<file path="config.mk">
export PLATFORM = sky130hd
export DESIGN_NAME = add_pipe_ctrl
export DESIGN_NICKNAME = d
export VERILOG_FILES = /design/src/rtl/add_pipe_ctrl.sv
export SDC_FILE = /design/constraint.sdc
export NUM_CORES = 1
export LEC_CHECK = 0
export CAP_MARGIN = 20
export CELL_PAD_IN_SITES_DETAIL_PLACEMENT = 0
export CELL_PAD_IN_SITES_GLOBAL_PLACEMENT = 2
export CORE_UTILIZATION = 38
export DETAILED_ROUTE_END_ITERATION = 10
export GPL_ROUTABILITY_DRIVEN = 0
export PLACE_DENSITY_LB_ADDON = 0.25
export SLEW_MARGIN = 20
export SYNTH_ARGS = -nofsm -noshare
export SYNTH_HDL_FRONTEND = slang
export SYNTH_SLANG_ARGS = --single-unit
</file>
<file path="constraint.sdc">
create_clock -name clk -period 4.3 [get_ports clk]
set_clock_uncertainty 0.05 [all_clocks]
set_input_delay 0.86 -clock clk [delete_from_list [all_inputs] [get_ports clk]]
set_output_delay 0.86 -clock clk [all_outputs]
set_load 0.01 [all_outputs]
</file>
<file path="src/rtl/add_pipe_ctrl.sv">
// add_pipe_ctrl
// Valid/ready wrapper around a fixed-latency pipelined adder that has no
// valid or stall of its own. Accepted operand pairs are registered into the
// adder, and a valid/tag shift register runs alongside the adder so the
// block knows which add_sum values are real. Every real sum is captured into
// a show-ahead output FIFO. An occupancy credit (in-flight plus FIFO count)
// throttles input, so a result always has a free FIFO slot when it arrives.
//
// Ports
//   clk, reset            clock, asynchronous active-high reset
//   in_valid/in_ready     operand handshake (in_ready = occ < DEPTH)
//   in_a, in_b            operands, sampled only on accept
//   add_a, add_b          registered operands driven to the adder
//   add_sum               adder result, LAT cycles after add_a/add_b
//   out_valid/out_ready   result handshake (out_valid = FIFO non-empty)
//   out_sum, out_seq      head-of-FIFO sum and 8-bit sequence tag (0 if empty)
//   occ                   in-flight count plus FIFO count
module add_pipe_ctrl #(
  parameter int WIDTH = 32,
  parameter int LAT   = 3,
  parameter int DEPTH = 8
) (
  input  logic                     clk,
  input  logic                     reset,
  input  logic                     in_valid,
  output logic                     in_ready,
  input  logic [WIDTH-1:0]         in_a,
  input  logic [WIDTH-1:0]         in_b,
  output logic [WIDTH-1:0]         add_a,
  output logic [WIDTH-1:0]         add_b,
  input  logic [WIDTH-1:0]         add_sum,
  output logic                     out_valid,
  input  logic                     out_ready,
  output logic [WIDTH-1:0]         out_sum,
  output logic [7:0]               out_seq,
  output logic [$clog2(DEPTH):0]   occ
);

  localparam int AW = $clog2(DEPTH);
  localparam logic [AW:0] DEPTH_C = (AW+1)'(DEPTH);

  logic [WIDTH-1:0] r_add_a;
  logic [WIDTH-1:0] r_add_b;
  logic [7:0]       r_seq_cnt;
  logic [LAT:0]     r_trk_v;
  logic [7:0]       r_trk_tag [LAT+1];

  logic [WIDTH+7:0] r_mem [DEPTH];
  logic [AW-1:0]    r_wr_ptr;
  logic [AW-1:0]    r_rd_ptr;
  logic [AW:0]      r_fifo_cnt;
  logic [AW:0]      r_occ;

  logic             w_accept;
  logic             w_pop;
  logic             w_capture;
  logic             w_fifo_empty;
  logic [WIDTH+7:0] w_head;

  // Credit is checked against the registered occ only: a pop in this cycle
  // frees a slot for the next cycle, never the current one.
  assign in_ready     = (r_occ < DEPTH_C);
  assign w_accept     = in_valid & in_ready;
  assign w_fifo_empty = (r_fifo_cnt == '0);
  assign out_valid    = ~w_fifo_empty;
  assign w_pop        = out_valid & out_ready;
  assign w_capture    = r_trk_v[LAT];
  assign w_head       = r_mem[r_rd_ptr];

  assign add_a   = r_add_a;
  assign add_b   = r_add_b;
  assign out_sum = out_valid ? w_head[WIDTH-1:0]     : '0;
  assign out_seq = out_valid ? w_head[WIDTH+7:WIDTH] : '0;
  assign occ     = r_occ;

  // Operand registers and the tracker that mirrors the adder pipeline.
  // Idle cycles feed zeros so the adder never sees stale operands.
  always_ff @(posedge clk or posedge reset) begin
    if (reset) begin
      r_add_a   <= '0;
      r_add_b   <= '0;
      r_seq_cnt <= '0;
      r_trk_v   <= '0;
      for (int i = 0; i <= LAT; i++) r_trk_tag[i] <= '0;
    end else begin
      r_add_a      <= w_accept ? in_a : '0;
      r_add_b      <= w_accept ? in_b : '0;
      r_trk_v      <= {r_trk_v[LAT-1:0], w_accept};
      r_trk_tag[0] <= r_seq_cnt;
      for (int i = 1; i <= LAT; i++) r_trk_tag[i] <= r_trk_tag[i-1];
      if (w_accept) r_seq_cnt <= r_seq_cnt + 8'd1;
    end
  end

  // FIFO storage needs no reset: its contents are only visible through
  // out_sum/out_seq, which are gated by out_valid.
  always_ff @(posedge clk) begin
    if (w_capture) r_mem[r_wr_ptr] <= {r_trk_tag[LAT], add_sum};
  end

  // Capture is unconditional; the occ credit guarantees a free slot.
  always_ff @(posedge clk or posedge reset) begin
    if (reset) begin
      r_wr_ptr   <= '0;
      r_rd_ptr   <= '0;
      r_fifo_cnt <= '0;
    end else begin
      if (w_capture) r_wr_ptr <= r_wr_ptr + 1'b1;
      if (w_pop)     r_rd_ptr <= r_rd_ptr + 1'b1;
      case ({w_capture, w_pop})
        2'b10:   r_fifo_cnt <= r_fifo_cnt + 1'b1;
        2'b01:   r_fifo_cnt <= r_fifo_cnt - 1'b1;
        default: r_fifo_cnt <= r_fifo_cnt;
      endcase
    end
  end

  always_ff @(posedge clk or posedge reset) begin
    if (reset) begin
      r_occ <= '0;
    end else begin
      case ({w_accept, w_pop})
        2'b10:   r_occ <= r_occ + 1'b1;
        2'b01:   r_occ <= r_occ - 1'b1;
        default: r_occ <= r_occ;
      endcase
    end
  end

endmodule

</file>
==> report_table.html <==
<table>
<tr><th>Metric</th><th>Value</th></tr>
<tr><th colspan="2">Global route</th></tr>
<tr><td>Number of antenna violations at the first check in global routing</td><td>0</td></tr>
<tr><td>Vias in the first global route</td><td>between 8000 and 9000</td></tr>
<tr><td>Residual overflow from global routing</td><td>0</td></tr>
<tr><td>First-pass GRT wire length</td><td>50000 um</td></tr>
<tr><td>Global routing usage summed across all routing layers</td><td>15.2%</td></tr>
<tr><td>Maximum number of pins on one net before global-route repair</td><td>between 70 and 80</td></tr>
<tr><th colspan="2">Cells and area</th></tr>
<tr><td>Leading cell type in the layout, fill and taps excluded</td><td>sky130_fd_sc_hd__edfxtp_1</td></tr>
<tr><td>Layout cells sized above 1</td><td>18.1%</td></tr>
<tr><td>Area growth syn-to-layout</td><td>26.8%</td></tr>
<tr><td>Most frequent cells in the layout</td><td>sky130_fd_sc_hd__edfxtp_1, sky130_fd_sc_hd__clkdlybuf4s50_1, sky130_fd_sc_hd__dfrtp_1</td></tr>
<tr><td>Post-layout utilization of the core</td><td>49.0%</td></tr>
<tr><td>Net total in the final layout</td><td>between 1000 and 1500</td></tr>
<tr><td>Final std cell area, no fill</td><td>between 20000 and 25000 um2</td></tr>
<tr><th colspan="2">Critical path</th></tr>
<tr><td>Kind of end point of the critical path</td><td>primary output</td></tr>
<tr><td>Critical register-to-register path startpoint</td><td>r_fifo_cnt[2]</td></tr>
<tr><td>Register-to-register setup slack</td><td>around 1.9 ns</td></tr>
<tr><td>Crit path kind</td><td>register to primary output</td></tr>
<tr><td>Critical path data arrival time</td><td>between 2 and 3 ns</td></tr>
<tr><td>Setup crit start kind</td><td>register</td></tr>
<tr><td>CP max FO</td><td>21</td></tr>
<tr><td>Required time reported for the critical path endpoint</td><td>roughly 3.4 ns</td></tr>
<tr><td>Terminus of the critical flop-to-flop path</td><td>occ[2]</td></tr>
<tr><td>Worst reg2reg path depth</td><td>10</td></tr>
<tr><th colspan="2">CTS</th></tr>
<tr><td>Number of buffers on the longest clock path</td><td>3</td></tr>
<tr><td>Sink count of the clock tree</td><td>442</td></tr>
<tr><td>Number of post-CTS setup repair buffers</td><td>0</td></tr>
<tr><td>Skew-Pair Late Insertion Delay</td><td>between 0.5 and 0.6 ns</td></tr>
<tr><td>Clock Tree Root</td><td>sky130_fd_sc_hd__clkbuf_16</td></tr>
<tr><td>Clock-pin slew reported for the worst setup and hold paths after clock tree synthesis</td><td>~0.06 ns</td></tr>
<tr><td>Inserted Clock Buffers</td><td>46</td></tr>
<tr><td>Number of gates resized after CTS</td><td>0</td></tr>
<tr><td>H-tree levels</td><td>2</td></tr>
<tr><td>Total of hold buffers inserted after clock tree synthesis</td><td>0</td></tr>
<tr><td>Clock tree from TritonCTS</td><td>built</td></tr>
<tr><th colspan="2">Floorplanning</th></tr>
<tr><td>Starting Density</td><td>between 30% and 40%</td></tr>
<tr><td>Num ports</td><td>210</td></tr>
<tr><td>Std-Cell Core Area</td><td>approximately 42000 um2</td></tr>
<tr><td>Die Area</td><td>around 44000 um2</td></tr>
<tr><td>Die extent in y</td><td>approximately 210 um</td></tr>
<tr><td>Standard-cell rows</td><td>75</td></tr>
<tr><td>Die width</td><td>between 200 and 250 um</td></tr>
<tr><th colspan="2">STA</th></tr>
<tr><td>Final hold violation count</td><td>0</td></tr>
<tr><td>Aggregate negative setup slack</td><td>0 ns</td></tr>
<tr><td>Shortest period the worst path allows</td><td>approximately 3.8 ns</td></tr>
<tr><td>Setup violators final</td><td>0</td></tr>
<tr><td>Slew Limit Fails</td><td>0</td></tr>
<tr><td>Setup slack after layout</td><td>around 0.46 ns</td></tr>
<tr><td>Share of the clock period used by the worst path after layout</td><td>about nine tenths</td></tr>
<tr><td>Relative slew slack</td><td>approximately two fifths</td></tr>
<tr><td>Final Hold Slack</td><td>0.294 ns</td></tr>
<tr><td>Setup repair after global routing missed its margin</td><td>no</td></tr>
<tr><td>Highest Clock Rate</td><td>approximately 260 MHz</td></tr>
<tr><td>Transition time of the tightest slew-check pin</td><td>about 0.87 ns</td></tr>
<tr><th colspan="2">Logic synthesis</th></tr>
<tr><td>Count of different cell masters after synthesis</td><td>33</td></tr>
<tr><td>Top cell type's share of synthesized area</td><td>approximately 59%</td></tr>
<tr><td>Post-synthesis cell area</td><td>between 15000 and 20000 um2</td></tr>
<tr><td>Leading cell types by total area after synthesis</td><td>sky130_fd_sc_hd__edfxtp_1, sky130_fd_sc_hd__dfrtp_1, sky130_fd_sc_hd__mux4_2, sky130_fd_sc_hd__mux2i_1, sky130_fd_sc_hd__and2_1</td></tr>
<tr><td>Area leader, netlist</td><td>sky130_fd_sc_hd__edfxtp_1</td></tr>
<tr><td>Avg Synthesized Cell Area</td><td>roughly 21 um2</td></tr>
<tr><td>Count of warnings emitted by yosys</td><td>0</td></tr>
<tr><td>Number of nets in the synthesized netlist</td><td>~890</td></tr>
<tr><td>Sequential-to-total area share from yosys stat</td><td>77.9%</td></tr>
<tr><td>Post-synthesis cell count</td><td>around 790</td></tr>
<tr><td>Post-synthesis sequential element count</td><td>around 440</td></tr>
<tr><th colspan="2">Placement</th></tr>
<tr><td>Worst slack after detailed placement</td><td>approximately 1 ns</td></tr>
<tr><td>Total cell area at the placement stage</td><td>approximately 19000 um2</td></tr>
<tr><td>Number of buffers inserted by port buffering</td><td>209</td></tr>
<tr><td>Post-detailed-placement half-perimeter wirelength</td><td>18800 um</td></tr>
<tr><th colspan="2">Detailed routing</th></tr>
<tr><td>Number of design rule violations left after detail routing</td><td>0</td></tr>
<tr><td>DRC marker count from the first detailed-route iteration</td><td>~330</td></tr>
<tr><td>Wirelength, routed</td><td>~32000 um</td></tr>
<tr><td>Detailed-route vias per instance</td><td>4.85</td></tr>
<tr><td>Final antenna-violating net count</td><td>0</td></tr>
<tr><td>Average wire length per cell after detail routing</td><td>19.9 um</td></tr>
<tr><td>Via count</td><td>about 8000</td></tr>
<tr><td>Drt first pass iters</td><td>4</td></tr>
<tr><th colspan="2">Min path</th></tr>
<tr><td>Hold depth</td><td>0</td></tr>
<tr><td>Launch instance of the worst min-delay path</td><td>r_trk_tag[30]</td></tr>
<tr><td>Type of the most critical hold path</td><td>register to register</td></tr>
<tr><td>Endpoint with the worst hold slack</td><td>r_trk_tag[22]</td></tr>
<tr><th colspan="2">Power and ir drop</th></tr>
<tr><td>Max rail drop VDD</td><td>between 0.0002 and 0.0003 V</td></tr>
<tr><td>Power density relative to cell area</td><td>649 nW/um2</td></tr>
<tr><td>P_leak</td><td>~7.4 nW</td></tr>
<tr><th colspan="2">Job</th></tr>
<tr><td>Max-Cap Viols</td><td>0</td></tr>
<tr><th colspan="2">Run status</th></tr>
<tr><td>Result of the run</td><td>complete, no violations</td></tr>
</table>
-- cell type report --
type / count / area [um2]
diodes: 2 / 5.00
clock buffers: 63 / 1290
clock inverters: 22 / 178
fillers: 3519 / 21400
inverters: 5 / 21.3
multi-input cells: 302 / 3420
flip-flops and latches: 442 / 12700
well taps: 539 / 674
repair buffers: 235 / 2350
-- cell families (layout without fill, tap and decap cells) --
group,Yosys count,after routing,share of synthesized area (%)
xor gates and xnor gates,21,21,1.13
buffers and inverters,41,325,1.45
other,0,2,0
adders and majority gates,9,9,0.693
AOI/OAI and AO/OA,7,7,0.269
muxes,126,126,14.0
and+or+nand+nor,139,139,4.59
DFF,442,442,77.9
-- stage by stage --
step	std cells	power, W
final	1610	0.0134
after global placement	1523	0.00972
after global routing	1608	0.0141
after CTS	1608	0.0136
after floorplan	785	0.00797
after detailed placement	1523	0.00974
-- Yosys cell counts --
cell type / count
sky130_fd_sc_hd__edfxtp_1: 320
sky130_fd_sc_hd__dfrtp_1: 122
sky130_fd_sc_hd__mux4_2: 80
sky130_fd_sc_hd__and2_1: 64
sky130_fd_sc_hd__nor2_1: 48
sky130_fd_sc_hd__mux2i_1: 41
sky130_fd_sc_hd__clkbuf_1: 17
sky130_fd_sc_hd__xnor2_1: 11
sky130_fd_sc_hd__xor2_1: 10
sky130_fd_sc_hd__buf_2: 9
sky130_fd_sc_hd__buf_6: 9
sky130_fd_sc_hd__ha_1: 9
sky130_fd_sc_hd__nand2_1: 8
sky130_fd_sc_hd__inv_1: 4
sky130_fd_sc_hd__a21oi_1: 3
sky130_fd_sc_hd__mux2_1: 3
sky130_fd_sc_hd__nand2b_1: 3
sky130_fd_sc_hd__nand4_1: 3
sky130_fd_sc_hd__nor2b_1: 3
sky130_fd_sc_hd__nor3_1: 3
sky130_fd_sc_hd__and3_1: 2
sky130_fd_sc_hd__nor4b_1: 2
sky130_fd_sc_hd__a211o_1: 1
sky130_fd_sc_hd__a31oi_1: 1
sky130_fd_sc_hd__and2_4: 1
sky130_fd_sc_hd__buf_4: 1
sky130_fd_sc_hd__inv_2: 1
sky130_fd_sc_hd__mux2_2: 1
sky130_fd_sc_hd__mux2_4: 1
sky130_fd_sc_hd__nand3_1: 1
sky130_fd_sc_hd__nor4_4: 1
sky130_fd_sc_hd__o21ai_1: 1
sky130_fd_sc_hd__o41ai_1: 1
-- worst max-delay path: stages (launching register included) --
cell                              delay (ns)
sky130_fd_sc_hd__dfrtp_4                0.71
sky130_fd_sc_hd__buf_4                  0.34
sky130_fd_sc_hd__mux4_2                 0.52
sky130_fd_sc_hd__mux2i_1                0.15
sky130_fd_sc_hd__nor2_1                 0.10
sky130_fd_sc_hd__clkdlybuf4s50_1        0.54
-- flip-flops by register name, indices dropped and copies added (netlist names), 4 cells and up --
signal      cells
r_trk_tag      32
add_b          32
r_mem         320
r_trk_v         4
r_fifo_cnt      4
add_a          32
r_seq_cnt       8
occ             4
-- how the worst max path moves through the flow --
stage	from	to	slack, ns	depth (start not counted)
6_report	r_rd_ptr[0]	out_sum[1]	0.46	5
2_1_floorplan	reset	add_a[0]	0.15	1
3_5_place_dp	r_rd_ptr[0]	out_sum[1]	0.99	5
5_1_grt	r_rd_ptr[0]	out_sum[1]	0.25	5
4_1_cts	r_rd_ptr[0]	out_sum[1]	0.36	5
3_3_place_gp	r_rd_ptr[0]	out_sum[1]	1.01	5
-- routing by layer --
metal,vias to the layer above,track usage [%],routed length (um)
li1,3517,-,-
met4,0,5.10,700
met3,48,4.42,2280
met2,231,24.5,15400
met5,-,0,0
met1,4010,19.8,13700
-- where the power goes --
group	internal (W)	switching (W)
sequential	0.00525	0.000455
clock	0.00222	0.00160
combinational	0.00213	0.00171
No activity file was read; power rests on OpenSTA's default activity.
